`config.mk`:
```
export PLATFORM = sky130hd
export DESIGN_NAME = seq_check_mc
export DESIGN_NICKNAME = d
export VERILOG_FILES = /design/src/rtl/seq_check_mc.sv
export SDC_FILE = /design/constraint.sdc
export NUM_CORES = 1
export LEC_CHECK = 0
export BUFFER_PORTS_ARGS = -buffer_cell sky130_fd_sc_hd__buf_2
export CORE_ASPECT_RATIO = 2
export CORE_MARGIN = 3
export CORE_UTILIZATION = 30
export CTS_CLUSTER_DIAMETER = 60
export CTS_CLUSTER_SIZE = 25
export DETAILED_ROUTE_END_ITERATION = 10
export GPL_TIMING_DRIVEN = 0
export PLACE_DENSITY = 0.48
export SLEW_MARGIN = 20
export SYNTH_ARGS = -nofsm -noshare
export SYNTH_HDL_FRONTEND = slang
export SYNTH_SLANG_ARGS = --single-unit
```
`constraint.sdc`:
```
create_clock -name clk -period 6.8 [get_ports clk]
set_input_delay 0.34 -clock clk [delete_from_list [all_inputs] [get_ports clk]]
set_output_delay 0.34 -clock clk [all_outputs]
set_load 0.03 [all_outputs]
```
`src/rtl/seq_check_mc.sv`:
```
// Multi-channel sequence checker for a |=> b[*MIN_REP:MAX_REP] ##DLY c.
// Each channel runs its own FSM; pulses, sticky flags and shared counters are registered.
module seq_check_mc #(
  parameter int NCH     = 4,
  parameter int MIN_REP = 2,
  parameter int MAX_REP = 5,
  parameter int DLY     = 2,
  parameter int CNT_W   = 16
) (
  input  logic               clk,
  input  logic               reset,
  input  logic [NCH-1:0]     en_i,
  input  logic               clr_i,
  input  logic [NCH-1:0]     a_i,
  input  logic [NCH-1:0]     b_i,
  input  logic [NCH-1:0]     c_i,
  output logic [NCH-1:0]     pass_o,
  output logic [NCH-1:0]     fail_o,
  output logic [2*NCH-1:0]   fail_code_o,
  output logic [NCH-1:0]     fail_sticky_o,
  output logic [NCH-1:0]     busy_o,
  output logic [CNT_W-1:0]   pass_cnt_o,
  output logic [CNT_W-1:0]   fail_cnt_o,
  output logic [CNT_W-1:0]   ovl_cnt_o
);

  localparam int LW = $clog2(MAX_REP + 1);
  localparam int DW = $clog2(DLY + 1);
  localparam logic [1:0] CODE_SHORT = 2'b01;
  localparam logic [1:0] CODE_NO_C  = 2'b10;

  typedef enum logic [1:0] {IDLE, REP, WAIT} state_t;

  logic [NCH-1:0]   pass_ev;
  logic [NCH-1:0]   fail_ev;
  logic [NCH-1:0]   ovl_ev;
  logic [2*NCH-1:0] code_ev;

  function automatic logic [CNT_W-1:0] sat_add(input logic [CNT_W-1:0] cnt,
                                               input logic [NCH-1:0] ev);
    logic [CNT_W:0] sum;
    sum = {1'b0, cnt} + (CNT_W+1)'($countones(ev));
    if (sum[CNT_W]) sat_add = {CNT_W{1'b1}};
    else            sat_add = sum[CNT_W-1:0];
  endfunction

  genvar gi;
  generate
    for (gi = 0; gi < NCH; gi++) begin : g_ch
      state_t        state_reg, state_next;
      logic [LW-1:0] len_reg, len_next;
      logic [DW-1:0] dcnt_reg, dcnt_next;
      logic          pass_next, fail_next, ovl_next;
      logic [1:0]    code_next;

      always_comb begin
        state_next = state_reg;
        len_next   = len_reg;
        dcnt_next  = dcnt_reg;
        pass_next  = 1'b0;
        fail_next  = 1'b0;
        ovl_next   = 1'b0;
        code_next  = 2'b00;
        case (state_reg)
          IDLE: begin
            if (a_i[gi]) begin
              state_next = REP;
              len_next   = '0;
            end
          end
          REP: begin
            ovl_next = a_i[gi];
            if (b_i[gi]) begin
              if (len_reg == LW'(MAX_REP - 1)) begin
                state_next = WAIT;
                dcnt_next  = '0;
              end else begin
                len_next = len_reg + 1'b1;
              end
            end else if (len_reg < LW'(MIN_REP)) begin
              fail_next  = 1'b1;
              code_next  = CODE_SHORT;
              state_next = IDLE;
            end else if (DLY == 1) begin
              // This edge is already DLY past the last b-high edge.
              pass_next  = c_i[gi];
              fail_next  = ~c_i[gi];
              code_next  = c_i[gi] ? 2'b00 : CODE_NO_C;
              state_next = IDLE;
            end else begin
              state_next = WAIT;
              dcnt_next  = DW'(1);
            end
          end
          WAIT: begin
            ovl_next = a_i[gi];
            if (dcnt_reg == DW'(DLY - 1)) begin
              pass_next  = c_i[gi];
              fail_next  = ~c_i[gi];
              code_next  = c_i[gi] ? 2'b00 : CODE_NO_C;
              state_next = IDLE;
            end else begin
              dcnt_next = dcnt_reg + 1'b1;
            end
          end
          default: state_next = IDLE;
        endcase
        if (!en_i[gi]) begin
          state_next = IDLE;
          pass_next  = 1'b0;
          fail_next  = 1'b0;
          ovl_next   = 1'b0;
          code_next  = 2'b00;
        end
      end

      always_ff @(posedge clk or negedge reset) begin
        if (!reset) begin
          state_reg <= IDLE;
          len_reg   <= '0;
          dcnt_reg  <= '0;
        end else begin
          state_reg <= state_next;
          len_reg   <= len_next;
          dcnt_reg  <= dcnt_next;
        end
      end

      assign pass_ev[gi]        = pass_next;
      assign fail_ev[gi]        = fail_next;
      assign ovl_ev[gi]         = ovl_next;
      assign code_ev[2*gi +: 2] = code_next;
      assign busy_o[gi]         = (state_reg != IDLE);
    end
  endgenerate

  always_ff @(posedge clk or negedge reset) begin
    if (!reset) begin
      pass_o        <= '0;
      fail_o        <= '0;
      fail_code_o   <= '0;
      fail_sticky_o <= '0;
      pass_cnt_o    <= '0;
      fail_cnt_o    <= '0;
      ovl_cnt_o     <= '0;
    end else begin
      pass_o      <= pass_ev;
      fail_o      <= fail_ev;
      fail_code_o <= code_ev;
      if (clr_i) begin
        fail_sticky_o <= '0;
        pass_cnt_o    <= '0;
        fail_cnt_o    <= '0;
        ovl_cnt_o     <= '0;
      end else begin
        fail_sticky_o <= fail_sticky_o | fail_ev;
        pass_cnt_o    <= sat_add(pass_cnt_o, pass_ev);
        fail_cnt_o    <= sat_add(fail_cnt_o, fail_ev);
        ovl_cnt_o     <= sat_add(ovl_cnt_o, ovl_ev);
      end
    end
  end

endmodule
```
Word level (Yosys, flattened, before mapping)

Index checks and enable logic that the tools add are counted.

Register bits after elaboration: 96
Input port bits: 19
Output and inout port bits: 72
Logic and storage cells: 267

Add/subtract/negate cells: 20
Magnitude comparators: 4
Equality and inequality tests: 52
Multiplexer cells: 135
Bitwise logic cells: 5
Reductions and logical operators: 32

Operators with widths:

| cell                  | count |
|---|---|
| $mux W2               | 52 |
| $mux W16              | 6 |
| $add A16 B3 Y17       | 3 |
| $ne A3 B3 Y1 const B  | 16 |
| $mux W1               | 44 |
| $mux W3               | 12 |
| $ne A2 B2 Y1 const B  | 16 |
| $pmux W2 S2           | 8 |
| $reduce_and A4 Y1     | 8 |
| $pmux W2 S3           | 4 |
| $pmux W3 S2           | 4 |
| $reduce_bool A2 Y1    | 12 |
| $eq A2 B1 Y1 const B  | 8 |
| $ne A4 B4 Y1 const B  | 4 |
| $add A1 B1 Y2         | 6 |
| $add A3 B1 Y3 const B | 4 |
| $eq A3 B3 Y1 const B  | 4 |
| $lt A3 B2 Y1 const B  | 4 |
| $reduce_and A3 Y1     | 4 |
| $add A2 B2 Y3         | 3 |
| $add A2 B1 Y2 const B | 4 |
| $eq A2 B2 Y1 const B  | 4 |
| $logic_not A2 Y1      | 4 |
| $pmux W1 S2           | 4 |
| 4 further kinds       | 10 |

Depth between registers and ports, before layout

Gate-level depths: netlist of run 1.

Depth in word-level cells: 10
Gate-level depth with buffers: 14
Mapped depth without buffers: 13

Worst setup path after synthesis of run 1

Ideal clock, no wire load.

Path kind: register -> register
From: register g_ch[2].state_reg[1]
To: register fail_cnt_o[12]
Arrival: 3.407 ns
Required time: 6.674 ns
Setup slack: 3.267 ns
Cell stages (with the launch flop): 13
Buffers on the path: 0
Clock period less this slack: 3.533 ns
Cells stage by stage: dfrtp_1 inv_1 ha_1 or4b_2 a21oi_1 fa_1 inv_1 fa_1 inv_1 fa_1 nand3_4 or4_4 o311a_1

Cells in the longest elaborated chain, start to end: 8

Ends and longest elaborated chain:

| what                                         | line | text |
|---|---|---|
| start, declared                              | 50   | `state_t state_reg, state_next;` |
| start signal, assigned                       | 123  | `state_reg <= state_next;` |
| $eq A2 B2 Y1 or $eq A2 B1 Y1 (tied branches) | 64   | `case (state_reg)` |
| $pmux W1 S2 *                                | 64   |  |
| $mux W1 *                                    | 108  | `if (!en_i[gi]) begin` |
| via g_ch[2].fail_next                        | 53   | `logic pass_next, fail_next, ovl_next;` |
| $add A1 B1 Y2 (implied by the code) *        | 42   | `sum = {1'b0, cnt} + (CNT_W+1)'($countones(ev));` |
| $add A2 B2 Y3 (implied by the code) *        | 42   |  |
| $add A16 B3 Y17 *                            | 42   |  |
| $mux W16 *                                   | 43   | `if (sum[CNT_W]) sat_add = {CNT_W{1'b1}};` |
| $mux W16 *                                   | 150  | `if (clr_i) begin` |
| end signal, assigned                         | 158  | `fail_cnt_o <= sat_add(fail_cnt_o, fail_ev);` |
| end, declared                                | 23   | `output logic [CNT_W-1:0] fail_cnt_o,` |

The timed path passes the listed nets; every way through them passes the cells marked *.
A chain may end at the register's enable or synchronous reset.

Worst setup path after layout of run 1

From: register g_ch[0].state_reg[1]
To: register fail_cnt_o[1]

Cells in the longest elaborated chain, start to end: 8

Ends and longest elaborated chain:

| what                                         | line |
|---|---|
| start, declared                              | 50 |
| start signal, assigned                       | 123 |
| $eq A2 B2 Y1 or $eq A2 B1 Y1 (tied branches) | 64 |
| $pmux W1 S2 *                                | 64 |
| $mux W1 *                                    | 108 |
| via g_ch[0].fail_next                        | 53 |
| $add A1 B1 Y2 (implied by the code) *        | 42 |
| $add A2 B2 Y3 (implied by the code) *        | 42 |
| $add A16 B3 Y17 *                            | 42 |
| $mux W16 *                                   | 43 |
| $mux W16 *                                   | 150 |

Marked as above.

==> out/qor.csv, run 1 <==
metric,value,unit
drc_errors,0,
crit_chain,"inv_1, ha_1, or4b_2, a21oi_1, fa_1, inv_1, fa_1, inv_1, fa_1, nand3_4, nor4_4, nand4_1, a21oi_1",
grt_pass1_wl,24000,um
root_buffer,clkbuf_16,
drtPass1Iterations,5,
avgSynthCellArea,10.1,um^2
fin_crit,4110,ps
holdPathEnd,fail_code_o[5],
layout_common_cells,"dfrtp_1 (96), buf_2 (90), inv_1 (61), a21oi_1 (43)",
yosysSeqAreaShare,44.4,%
p_per_area,246,nW/um^2
io_buffer_count,89,
peakVddDrop,0.113,mV
critical_path_required,7080,ps
pre_cts_ws,2610,ps
die_area,19800,um^2
hold_viol_final,0,
yosysTopAreaCell,dfrtp_1,
crit_path_start_kind,flip-flop,
cts_resized,0,
io_pins,91,
synth_nets,592,
worstSetupPathType,flip-flop to flip-flop,
design.final.nets,694,
rows,68,
worstMarginPinSlew,580,ps
crit_fanout,7,
grt_pass1_vias,4752,
grt_max_degree,59,
power.leakage,3.07,nW
fin_crit_sh,60.4,%
grt-ovfl-total,0,
yosys_warnings,0,
layout-drive-gt1-share,21.1,%
yosysTopAreaCellShare,44.4,%
final_cells,851,
hpwl,11100,um
synth_area,5410,um^2
relSlewSlack,61.0,%
fmax,243,MHz
reg2reg_to,fail_cnt_o[1],
reg2reg_from,g_ch[0].state_reg[1],
cts.sinks,96,
setup_viol,0,
hold_ws,179,ps
syn2layout_area_growth,19.4,%
hold_depth,2,
ys_async_sr_fraction,100,%
yosys_register_bits,96,
wl_per_cell,16.8,um
diodes,0,
synth_area_leaders,"dfrtp_1 (44%), ha_1 (6.9%), inv_1 (4.2%), a21oi_1 (4.0%), fa_1 (3.3%)",
worst-r2r-cell-count,13,
hold_class,primary input to flip-flop,
die_h,196,um
die_x,101,um
crit_slowest_cell,or4b_2,
via_per_inst,5.13,
min-delay-start,c_i[2],
ant_nets,0,
ys.flop_type,dfrtp_1,
netlist_instances,534,
wl,14300,um
slew_violations,0,
setup_slack,2690,ps
clk_pin_slew_worst_paths,80,ps
cts_max_level,3,
start_util,30.9,%
cp.arrival,4390,ps
cts_buffers,9,
synthDistinctLibCells,68,
rrSetupSlack,2690,ps
drv_cap,0,
vias,4363,
grt_setup_unrepaired,false,
max_stage_delay,640,ps
synth-edff-count,0,
cts_buffer_depth,2,
clk_latency,350,ps
fin_skew,12.1,ps
power.total,1.59,mW
gp_congestion,0.849,
antenna_found_initial,0,
dpl.cell_count,834,
coreArea,17500,um^2
grt_use_total,15.2,%
fin_setup_tns,0,ps
status,completed,
cts_tree,built,
top_regs,"fail_cnt_o: 16 flops, ovl_cnt_o: 16 flops, pass_cnt_o: 16 flops",
end_kind,flip-flop,
layout_commonest_cell,dfrtp_1,
drt_iter0_drc,124,
-- power by group --
group | internal (mW) | switching (mW) | leakage (nW)
clock network | 0.296 | 0.235 | 0.137
registers | 0.617 | 0.0369 | 1.32
logic | 0.160 | 0.244 | 1.61
total | 1.07 | 0.516 | 3.07
-- critical path: cells and delay by family (launching register included) --
family | cells | cell delay, ps
DFF | 1 | 410
adders and majority gates | 4 | 1190
buffers and inverters | 3 | 230
AOI/OAI and AO/OA | 2 | 700
and+or+nand+nor | 4 | 1500
-- worst max-delay path by stage --
stage | start | to | slack (ps)
after detailed placement | g_ch[0].state_reg[1] | fail_cnt_o[1] | 2610
after floorplan | g_ch[2].state_reg[1] | fail_cnt_o[12] | 3270
final | g_ch[0].state_reg[1] | fail_cnt_o[1] | 2690
after global placement | g_ch[0].state_reg[1] | fail_cnt_o[1] | 2640
after global routing | g_ch[0].state_reg[1] | fail_cnt_o[6] | 2350
after CTS | g_ch[0].state_reg[1] | fail_cnt_o[1] | 2560
-- timing repair --
item	4_1_cts	5_1_grt
hold buffers	1	0
buffers inserted	0	0
endpoints found under the hold margin	36	0
-- per-stage QoR --
stage / cell area, um^2 / util (%)
2_1_floorplan: 5410 / -
3_3_place_gp: 6120 / 34.9
3_5_place_dp: 6150 / 35.1
4_1_cts: 6470 / 36.9
5_1_grt: 6470 / 36.9
6_report: 6470 / 36.9
-- cells in the mapped netlist, drive strengths merged (8+ instances only) --
cell type and number:
a21oi 44, a31oi 9, clkbuf 8, dfrtp 96
fa 9, ha 30, inv 61, mux2i 15
nand2 25, nand2b 11, nand3 19, nand4 15
nor2 30, nor2b 9, nor3 9, o21ai 20
xnor2 15, xor2 12
-- per-layer routing --
| metal | GRT usage (%) | share of wire [%] |
|---|---|---|
| met3 | 2.38 | 3.4 |
| met2 | 29.0 | 57 |
| met1 | 15.9 | 37 |
| met5 | 0 | 0 |
| met4 | 6.66 | 2.7 |
-- cells by family (layout without fill, tap and decap cells) --
logic type | Yosys count | in the layout | synth area share, %
AO/OA/AOI/OAI | 119 | 119 | 14.4
XOR/XNOR | 27 | 27 | 4.37
adder cells (fa/ha/maj) | 39 | 39 | 10.3
buffers and inverters | 72 | 179 | 5.22
flip-flops | 96 | 96 | 44.4
multiplexers | 19 | 19 | 3.61
AND/OR/NAND/NOR | 162 | 162 | 17.7
-- final cells by class --
| type | count | area (um^2) |
|---|---|---|
| Tap cell | 210 | 263 |
| Buffer | 11 | 53.8 |
| Clock buffer | 10 | 239 |
| Timing Repair Buffer | 91 | 482 |
| Sequential cell | 96 | 2400 |
| Fill cell | 1760 | 11100 |
| Multi-Input combinational cell | 366 | 2730 |
| Clock inverter | 6 | 68.8 |
| Inverter | 61 | 229 |
Note: power is estimated with default switching activity, not from simulation.
==> inputs of run 2 (changes only) <==
--- a/config.mk
+++ b/config.mk
@@ -5,6 +5,7 @@
 export SDC_FILE = /design/constraint.sdc
 export NUM_CORES = 1
 export LEC_CHECK = 0
+export ABC_AREA = 1
 export BUFFER_PORTS_ARGS = -buffer_cell sky130_fd_sc_hd__buf_2
 export CORE_ASPECT_RATIO = 2
 export CORE_MARGIN = 3
@@ -13,7 +14,7 @@
 export CTS_CLUSTER_SIZE = 25
 export DETAILED_ROUTE_END_ITERATION = 10
 export GPL_TIMING_DRIVEN = 0
-export PLACE_DENSITY = 0.48
+export PLACE_DENSITY = 0.5
 export SLEW_MARGIN = 20
 export SYNTH_ARGS = -nofsm -noshare
 export SYNTH_HDL_FRONTEND = slang
==> constraint.sdc (replaced) <==
create_clock -name clk -period 3.7 [get_ports clk]
set_input_delay 0.185 -clock clk [delete_from_list [all_inputs] [get_ports clk]]
set_output_delay 0.185 -clock clk [all_outputs]
set_load 0.03 [all_outputs]
==> run 2 against run 1 <==
Compared with the run above: register-to-register slack lost 2200 ps; core utilization shrank 0.29 points; hold slack got worse by 75 ps; critical path depth grew 3; combinational power increased by 140%; non-clock buffer count is 1 lower; sequential cell count stayed put; global-route usage is 0.084 points lower; largest power group unchanged.
==> out/qor.csv, run 2 <==
metric,value,unit
yosysMostFrequentCell,nand2_1,
yosys_warnings,0,
placed_area,6270,um^2
finish.instance_area,6570,um^2
fin_crit_sh,88.0,%
pre_cts_ws,342,ps
gp_congestion,0.818,
hold_viol_final,0,
clk_latency,360,ps
fin_setup_tns,0,ps
hold_ws,104,ps
worstMarginPinSlew,663,ps
critical_path_required,3970,ps
final_cells,1006,
holdPathEnd,g_ch[3].state_reg[1],
grt_max_degree,70,
drtPass1Iterations,4,
yosys_register_bits,96,
hold_depth,3,
ys_top_cells_by_count,"nand2_1 (144), inv_1 (125), dfrtp_1 (96)",
grt_pass1_vias,4875,
rrSetupSlack,440,ps
end_kind,flip-flop,
design.final.nets,846,
p_per_area,474,nW/um^2
coreArea,18000,um^2
worstSetupPathType,flip-flop to flip-flop,
yosysTopAreaCellShare,43.5,%
post-cts-setup-buffers,0,
layout_common_cells,"nand2_1 (144), inv_1 (125), dfrtp_1 (96), buf_2 (89), nor2_1 (64)",
syn2layout_area_growth,19.0,%
peakVddDrop,0.210,mV
yosysSeqAreaShare,43.5,%
hold_class,primary input to flip-flop,
via_per_inst,4.64,
status,completed,
reg2reg_to,fail_cnt_o[8],
avgSynthCellArea,8.05,um^2
antenna_found_initial,0,
die_area,20200,um^2
power.total,3.11,mW
layout_commonest_cell,nand2_1,
die_h,198,um
fmax,307,MHz
ys_async_sr_fraction,100,%
synthDistinctLibCells,34,
relSlewSlack,55.4,%
cts.sinks,96,
layout-drive-gt1-share,16.3,%
start_util,30.8,%
slew_violations,0,
yosysTopAreaCell,dfrtp_1,
ant_nets,0,
synth-edff-count,0,
wl,14000,um
hpwl,11200,um
max_stage_delay,520,ps
crit_chain,"inv_1, ha_1, nand4_1, nand2_1, nand2_1, inv_1, fa_1, inv_1, fa_1, inv_1, fa_1, nand3_2, nor2_4, nand4_4, buf_6, a31oi_2",
root_buffer,clkbuf_16,
fin_crit,3260,ps
io_pins,91,
dpl.cell_count,989,
grt_setup_unrepaired,false,
drt_iter0_drc,85,
power.leakage,3.47,nW
crit_path_start_kind,flip-flop,
fin_skew,13.0,ps
grt_use_total,15.1,%
synth_nets,744,
drc_errors,0,
vias,4670,
top_regs,"fail_cnt_o: 16 flops, ovl_cnt_o: 16 flops, pass_cnt_o: 16 flops",
grt-ovfl-total,0,
io_buffer_count,89,
crit_fanout,10,
diodes,0,
ys.flop_type,dfrtp_1,
final_core_util,36.6,%
cp.arrival,3530,ps
setup_slack,444,ps
rows,69,
cts_max_level,3,
cts_buffers,9,
cts_tree,built,
crit_slowest_cell,fa_1,
clk_pin_slew_worst_paths,70,ps
crit_top_cell,inv_1,
netlist_instances,686,
drv_cap,0,
min-delay-start,en_i[3],
cts_buffer_depth,2,
die_x,102,um
synth_area,5520,um^2
reg2reg_from,g_ch[0].state_reg[1],
setup_viol,0,
worst-r2r-cell-count,16,
wl_per_cell,13.9,um
grt_pass1_wl,23800,um
synth_area_leaders,"dfrtp_1 (43%), nand2_1 (9.8%), inv_1 (8.5%), ha_1 (6.8%), nand3_1 (5.1%)",
run 2: kinds of logic (layout without fill, tap and decap cells):
| family | after synthesis | after routing | share of synthesized area [%] |
|---|---|---|---|
| simple gates | 294 | 294 | 23.4 |
| buf+inv | 136 | 243 | 9.67 |
| compound gates | 98 | 98 | 9.67 |
| flops | 96 | 96 | 43.5 |
| fa+ha+maj | 39 | 39 | 10.1 |
| xor+xnor | 23 | 23 | 3.65 |
run 2: worst max path at each step:
stage	start	end	slack, ps
after global placement	g_ch[1].state_reg[0]	pass_cnt_o[12]	340
final	g_ch[0].state_reg[1]	fail_cnt_o[8]	440
after global routing	g_ch[1].state_reg[0]	pass_cnt_o[12]	50
after CTS	g_ch[1].state_reg[0]	pass_cnt_o[12]	340
after floorplan	g_ch[0].state_reg[0]	pass_cnt_o[14]	820
after detailed placement	g_ch[1].state_reg[0]	pass_cnt_o[12]	340
run 2: layout make-up:
cell class,instances,area (um^2)
Fill cell,1926,11400
Multi-Input combinational cell,454,2590
Sequential cell,96,2400
Timing Repair Buffer,91,489
Inverter,126,473
Tap cell,213,267
Clock buffer,9,225
Clock inverter,7,62.6
Buffer,10,61.3
run 2: timing repair:
action | in CTS | in global routing
hold endpoints to repair | 27 | 0
hold buffers | 1 | 0
setup endpoints to repair | 0 | 1
gates resized for setup | 0 | 1
run 2: layer usage:
metal  global-route usage [%]  part of all wire (%)
met1                     15.3                    36
met2                     29.7                    59
met3                     2.57                   2.5
met4                     5.84                   2.4
met5                        0                     0
run 2: report_power, final:
group / switching, mW / internal [mW] / total, mW / leakage, nW
clock network: 0.450 / 0.471 / 0.921 / 0.144
registers: 0.0686 / 1.16 / 1.23 / 1.32
logic: 0.655 / 0.303 / 0.958 / 2.00
run 2: critical path: cells and delay by family (launching register included):
family,cells,cell delay (ps)
flops,1,390
fa+ha+maj,4,1350
buf+inv,5,480
simple gates,6,790
compound gates,1,160
